==> src/rtl/alu_b_mux_pkg.sv <==
// Shared select encodings and defaults for the ALU operand-B source mux.
package alu_b_mux_pkg;

    typedef logic [2:0] alu_b_sel_t;

    localparam alu_b_sel_t SEL_B    = 3'd0;
    localparam alu_b_sel_t SEL_FOUR = 3'd1;
    localparam alu_b_sel_t SEL_SHL2 = 3'd2;
    localparam alu_b_sel_t SEL_SEXT = 3'd3;
    localparam alu_b_sel_t SEL_MEM  = 3'd4;

    localparam int PC_INC_DEFAULT = 4;

    function automatic logic sel_is_legal(input alu_b_sel_t sel);
        return (sel <= SEL_MEM);
    endfunction

endpackage

==> src/rtl/alu_b_mux_sel_check.sv <==
// Sticky illegal-select flag for the operand-B mux, plus a simulation check
// that the controller never drives an encoding above SEL_MEM.
module alu_b_mux_sel_check
    import alu_b_mux_pkg::*;
(
    input  logic       clk,
    input  logic       reset,
    input  alu_b_sel_t sel_i,
    output logic       sel_err_o
);

    logic sel_err_q;
    logic sel_err_d;

    always_comb begin
        sel_err_d = sel_err_q;
        if (!sel_is_legal(sel_i)) begin
            sel_err_d = 1'b1;
        end
    end

    // Reset wins over an illegal select on the same edge.
    always_ff @(posedge clk) begin
        if (reset) begin
            sel_err_q <= 1'b0;
        end else begin
            sel_err_q <= sel_err_d;
        end
    end

    assign sel_err_o = sel_err_q;

    always @(posedge clk) begin
        if (!reset) begin
            assert (sel_is_legal(sel_i))
            else $error("alu_b_mux: illegal ALUSrcB %0d", sel_i);
        end
    end

endmodule

==> src/rtl/alu_b_mux.sv <==
// ALU operand-B source mux for the multicycle datapath, with a registered copy.
// Optional: ALU_B_MUX_SEL_CHECK_EN enables the sticky Sel_err flag and select check.
module alu_b_mux
    import alu_b_mux_pkg::*;
#(
    parameter int DATA_W = 32,
    parameter int PC_INC = PC_INC_DEFAULT
) (
    input  logic              clk,
    input  logic              reset,
    input  logic [2:0]        ALUSrcB,
    input  logic [DATA_W-1:0] B,
    input  logic [DATA_W-1:0] Shift_Left_2,
    input  logic [DATA_W-1:0] Sign_Extend,
    input  logic [DATA_W-1:0] Mem_Data,
    output logic [DATA_W-1:0] Data_out,
    output logic [DATA_W-1:0] Data_out_q,
    output logic              Sel_err
);

    localparam logic [DATA_W-1:0] PC_INC_W = DATA_W'(PC_INC);

    logic [DATA_W-1:0] data_out_q;

    // Unused and unknown encodings fall to the default so X never reaches the ALU.
    always_comb begin
        Data_out = '0;
        case (ALUSrcB)
            SEL_B:    Data_out = B;
            SEL_FOUR: Data_out = PC_INC_W;
            SEL_SHL2: Data_out = Shift_Left_2;
            SEL_SEXT: Data_out = Sign_Extend;
            SEL_MEM:  Data_out = Mem_Data;
            default:  Data_out = '0;
        endcase
    end

    always_ff @(posedge clk) begin
        if (reset) begin
            data_out_q <= '0;
        end else begin
            data_out_q <= Data_out;
        end
    end

    assign Data_out_q = data_out_q;

`ifdef ALU_B_MUX_SEL_CHECK_EN
    alu_b_mux_sel_check u_sel_check (
        .clk       (clk),
        .reset     (reset),
        .sel_i     (ALUSrcB),
        .sel_err_o (Sel_err)
    );
`else
    assign Sel_err = 1'b0;
`endif

endmodule

==> config.mk <==
export PLATFORM = sky130hd
export DESIGN_NAME = alu_b_mux
export DESIGN_NICKNAME = d
export VERILOG_FILES = /design/src/rtl/alu_b_mux_pkg.sv /design/src/rtl/alu_b_mux_sel_check.sv /design/src/rtl/alu_b_mux.sv
export SDC_FILE = /design/constraint.sdc
export NUM_CORES = 1
export LEC_CHECK = 0
export BUFFER_PORTS_ARGS = -buffer_cell sky130_fd_sc_hd__buf_2
export CAP_MARGIN = 25
export CORE_AREA = 3 3 76 78
export CTS_BUF_LIST = sky130_fd_sc_hd__clkbuf_16
export CTS_CLUSTER_DIAMETER = 40
export DETAILED_ROUTE_END_ITERATION = 16
export DIE_AREA = 0 0 79 81
export GPL_TIMING_DRIVEN = 1
export HOLD_SLACK_MARGIN = 0.05
export PLACE_DENSITY_LB_ADDON = 0.2
export SYNTH_ARGS = -nofsm -noshare
export SYNTH_HDL_FRONTEND = slang
export SYNTH_SLANG_ARGS = --single-unit
==> constraint.sdc <==
create_clock -name clk -period 2.5 [get_ports clk]
set_clock_uncertainty 0.15 [all_clocks]
set_input_delay 0.25 -clock clk [delete_from_list [all_inputs] [get_ports clk]]
set_output_delay 0.25 -clock clk [all_outputs]
set_load 0.02 [all_outputs]
==> impl_metrics.json <==
{
  "outcome": "complete, no violations",
  "hold_buffers": 0,
  "die_h_microns": 81,
  "power.total_uw": 1510,
  "grt_setup_unrepaired": "no",
  "maxCapViolCount": 0,
  "synth-warning-count": 0,
  "fp.dieW_microns": 79,
  "area_growth_pct": 76.7,
  "start_kind": "input pin",
  "numCtsBuffers": 5,
  "hp-class": "in -> reg",
  "nets": 515,
  "crit_top_cell": "buf_2",
  "seq_area_frac_synth_pct": 41.0,
  "worstHoldStart": "Sign_Extend[24]",
  "routed_via_density": 4.90,
  "grt_use_total_pct": 19.5,
  "routedWlPerCell_microns": 14.7,
  "crit_family": "buffers and inverters",
  "clkSinkCount": 32,
  "clockBufferDepth": 2,
  "maxSlewViolCount": 0,
  "antenna_found_initial": 0,
  "worst_pin_slew_ns": 0.650,
  "period_share_pct": 71.4,
  "slew_headroom_pct": 56.7,
  "power.density_nw_per_um2": 546,
  "setup-tns-final_ns": 0,
  "final_area_sq_um": 2760,
  "critical_path_class": "in -> out",
  "cp_slowest_cell": "a22oi_1",
  "clk_pin_slew_worst_paths_ns": 0.05,
  "rows": 26,
  "cts_htree_levels": 2,
  "grt_first_pass_wirelength_microns": 9860,
  "gp_congestion": 0.741,
  "drt_iter0_markers": 61,
  "ant_nets": 0,
  "slowest_delay_ns": 0.30,
  "drc": 0,
  "syn_area_sq_um": 1560,
  "initial_utilization_pct": 30.4,
  "period_needed_ns": 1.78,
  "hold_path_depth": 3,
  "finalWirelength_microns": 6670,
  "overflow": 0,
  "synth.avg_cell_area_sq_um": 8.32,
  "setup_viol": 0,
  "final-hold-violation-count": 0,
  "worst-path-buf-inv": 3,
  "syn_inst": 188,
  "fin_hold_ws_ns": 0.110,
  "crit_chain": "buf_2, and3b_1, buf_4, a22oi_1, nand2_1, buf_2",
  "synth_seq_cells": 32,
  "ctsResizeCount": 0,
  "grt_pass1_vias": 2147,
  "synth.largest_area_cell": "dfxtp_1",
  "arrival_ns": 1.38,
  "cts_setup_buffers": 0,
  "ir_drop_mv": 0.224,
  "first_pass_iters": 5,
  "dpl_worst_slack_ns": 0.725,
  "vias": 2219,
  "core_area_sq_um": 5140,
  "port_buffers": 196,
  "netlist.area_leader.share_pct": 41.0,
  "grt_max_degree": 33,
  "drive_gt1_share_pct": 55.6,
  "yosys-top-cells-area": "dfxtp_1, a22oi_1, a21oi_1, nand2_1, buf_2",
  "yosysMostFrequentCell": "a22oi_1",
  "worstPathMaxFanout": 15,
  "ys.flop_type": "dfxtp_1",
  "root_buffer": "clkbuf_16",
  "num_io_pins": 198,
  "endpoint_kind": "primary output",
  "hpwlAfterDp_microns": 5360,
  "dieArea_sq_um": 6400,
  "leakage_uw": 0.00157,
  "n_antenna_cell": 0,
  "syn-num-nets": 321,
  "largest_register_ffs": 32,
  "worstPathRequired_ns": 2.10,
  "async_flop_share_pct": 0,
  "cts_tree": "built",
  "worst_slack_ns": 0.715,
  "placed_cell_area_sq_um": 2630,
  "synthTopCellsByCount": "a22oi_1, nand2_1, dfxtp_1, a21oi_1, buf_2",
  "synth_edf_count": 0,
  "min_to": "Data_out_q[24]$_SDFF_PP0_",
  "clock.fmax_mhz": 560,
  "ys_types": 21
}
## worst max path at each step
stage | start | endpoint | depth (start not counted)
2_1_floorplan | ALUSrcB[0] | Data_out[0] | 5
3_3_place_gp | ALUSrcB[2] | Data_out[4] | 6
3_5_place_dp | ALUSrcB[2] | Data_out[4] | 6
4_1_cts | ALUSrcB[2] | Data_out[4] | 6
5_1_grt | ALUSrcB[2] | Data_out[4] | 6
6_report | ALUSrcB[2] | Data_out[4] | 6
## report_power, final
part,internal (uW),leakage [uW],switching [uW]
sequential,540,0.000263,6.86
clock,357,0.0000738,194
combinational,172,0.00123,237
## cell families after synthesis
kind of cell    count (synthesis)  share of synthesized area (%)
simple gates                   41                           11.8
compound gates                 95                           40.7
mux                             1                          0.720
other cells                     1                          0.240
flops                          32                           41.0
buf+inv                        18                           5.52
## layout make-up
| cell class | instances | area, sq um |
|---|---|---|
| clock buffers | 5 | 125 |
| clock inverters | 3 | 11.3 |
| fillers | 531 | 2380 |
| inverters | 1 | 3.75 |
| multi-input cells | 138 | 855 |
| flip-flops and latches | 32 | 641 |
| well taps | 70 | 87.6 |
| repair buffers | 204 | 1040 |
## layer usage
layer | GRT usage (%) | part of all wire, % | wire length, microns
met3 | 6.54 | 11 | 735
met5 | 0 | 0 | 0
met4 | 3.61 | 0.46 | 31
met2 | 38.6 | 54 | 3590
met1 | 19.9 | 35 | 2310
## cell usage in the layout (no fill, tap or decap)
cell | netlist | layout
nor3b_4 | 0 | 1
nand2_1 | 33 | 33
nor3_4 | 0 | 1
nand3b_1 | 1 | 1
a31oi_1 | 1 | 1
a21oi_1 | 31 | 31
nand2b_1 | 1 | 1
inv_1 | 1 | 3
a21o_1 | 1 | 1
nor2_1 | 1 | 1
buf_2 | 12 | 196
nand3_1 | 1 | 1
mux2_2 | 1 | 1
conb_1 | 1 | 1
and3b_1 | 1 | 1
clkinv_1 | 0 | 1
a22oi_1 | 60 | 60
buf_4 | 1 | 8
clkbuf_16 | 0 | 5
dfxtp_1 | 32 | 32
nor3b_2 | 1 | 1
a32oi_1 | 2 | 2
## metrics by stage
stage / std cells / utilization (%)
floorplan: 188 / -
CTS: 453 / 53.8
detailed placement: 445 / 51.1
global route: 453 / 53.8
global placement: 445 / 51.1
finish: 453 / 53.8
Power figures use the tool's default switching activity.
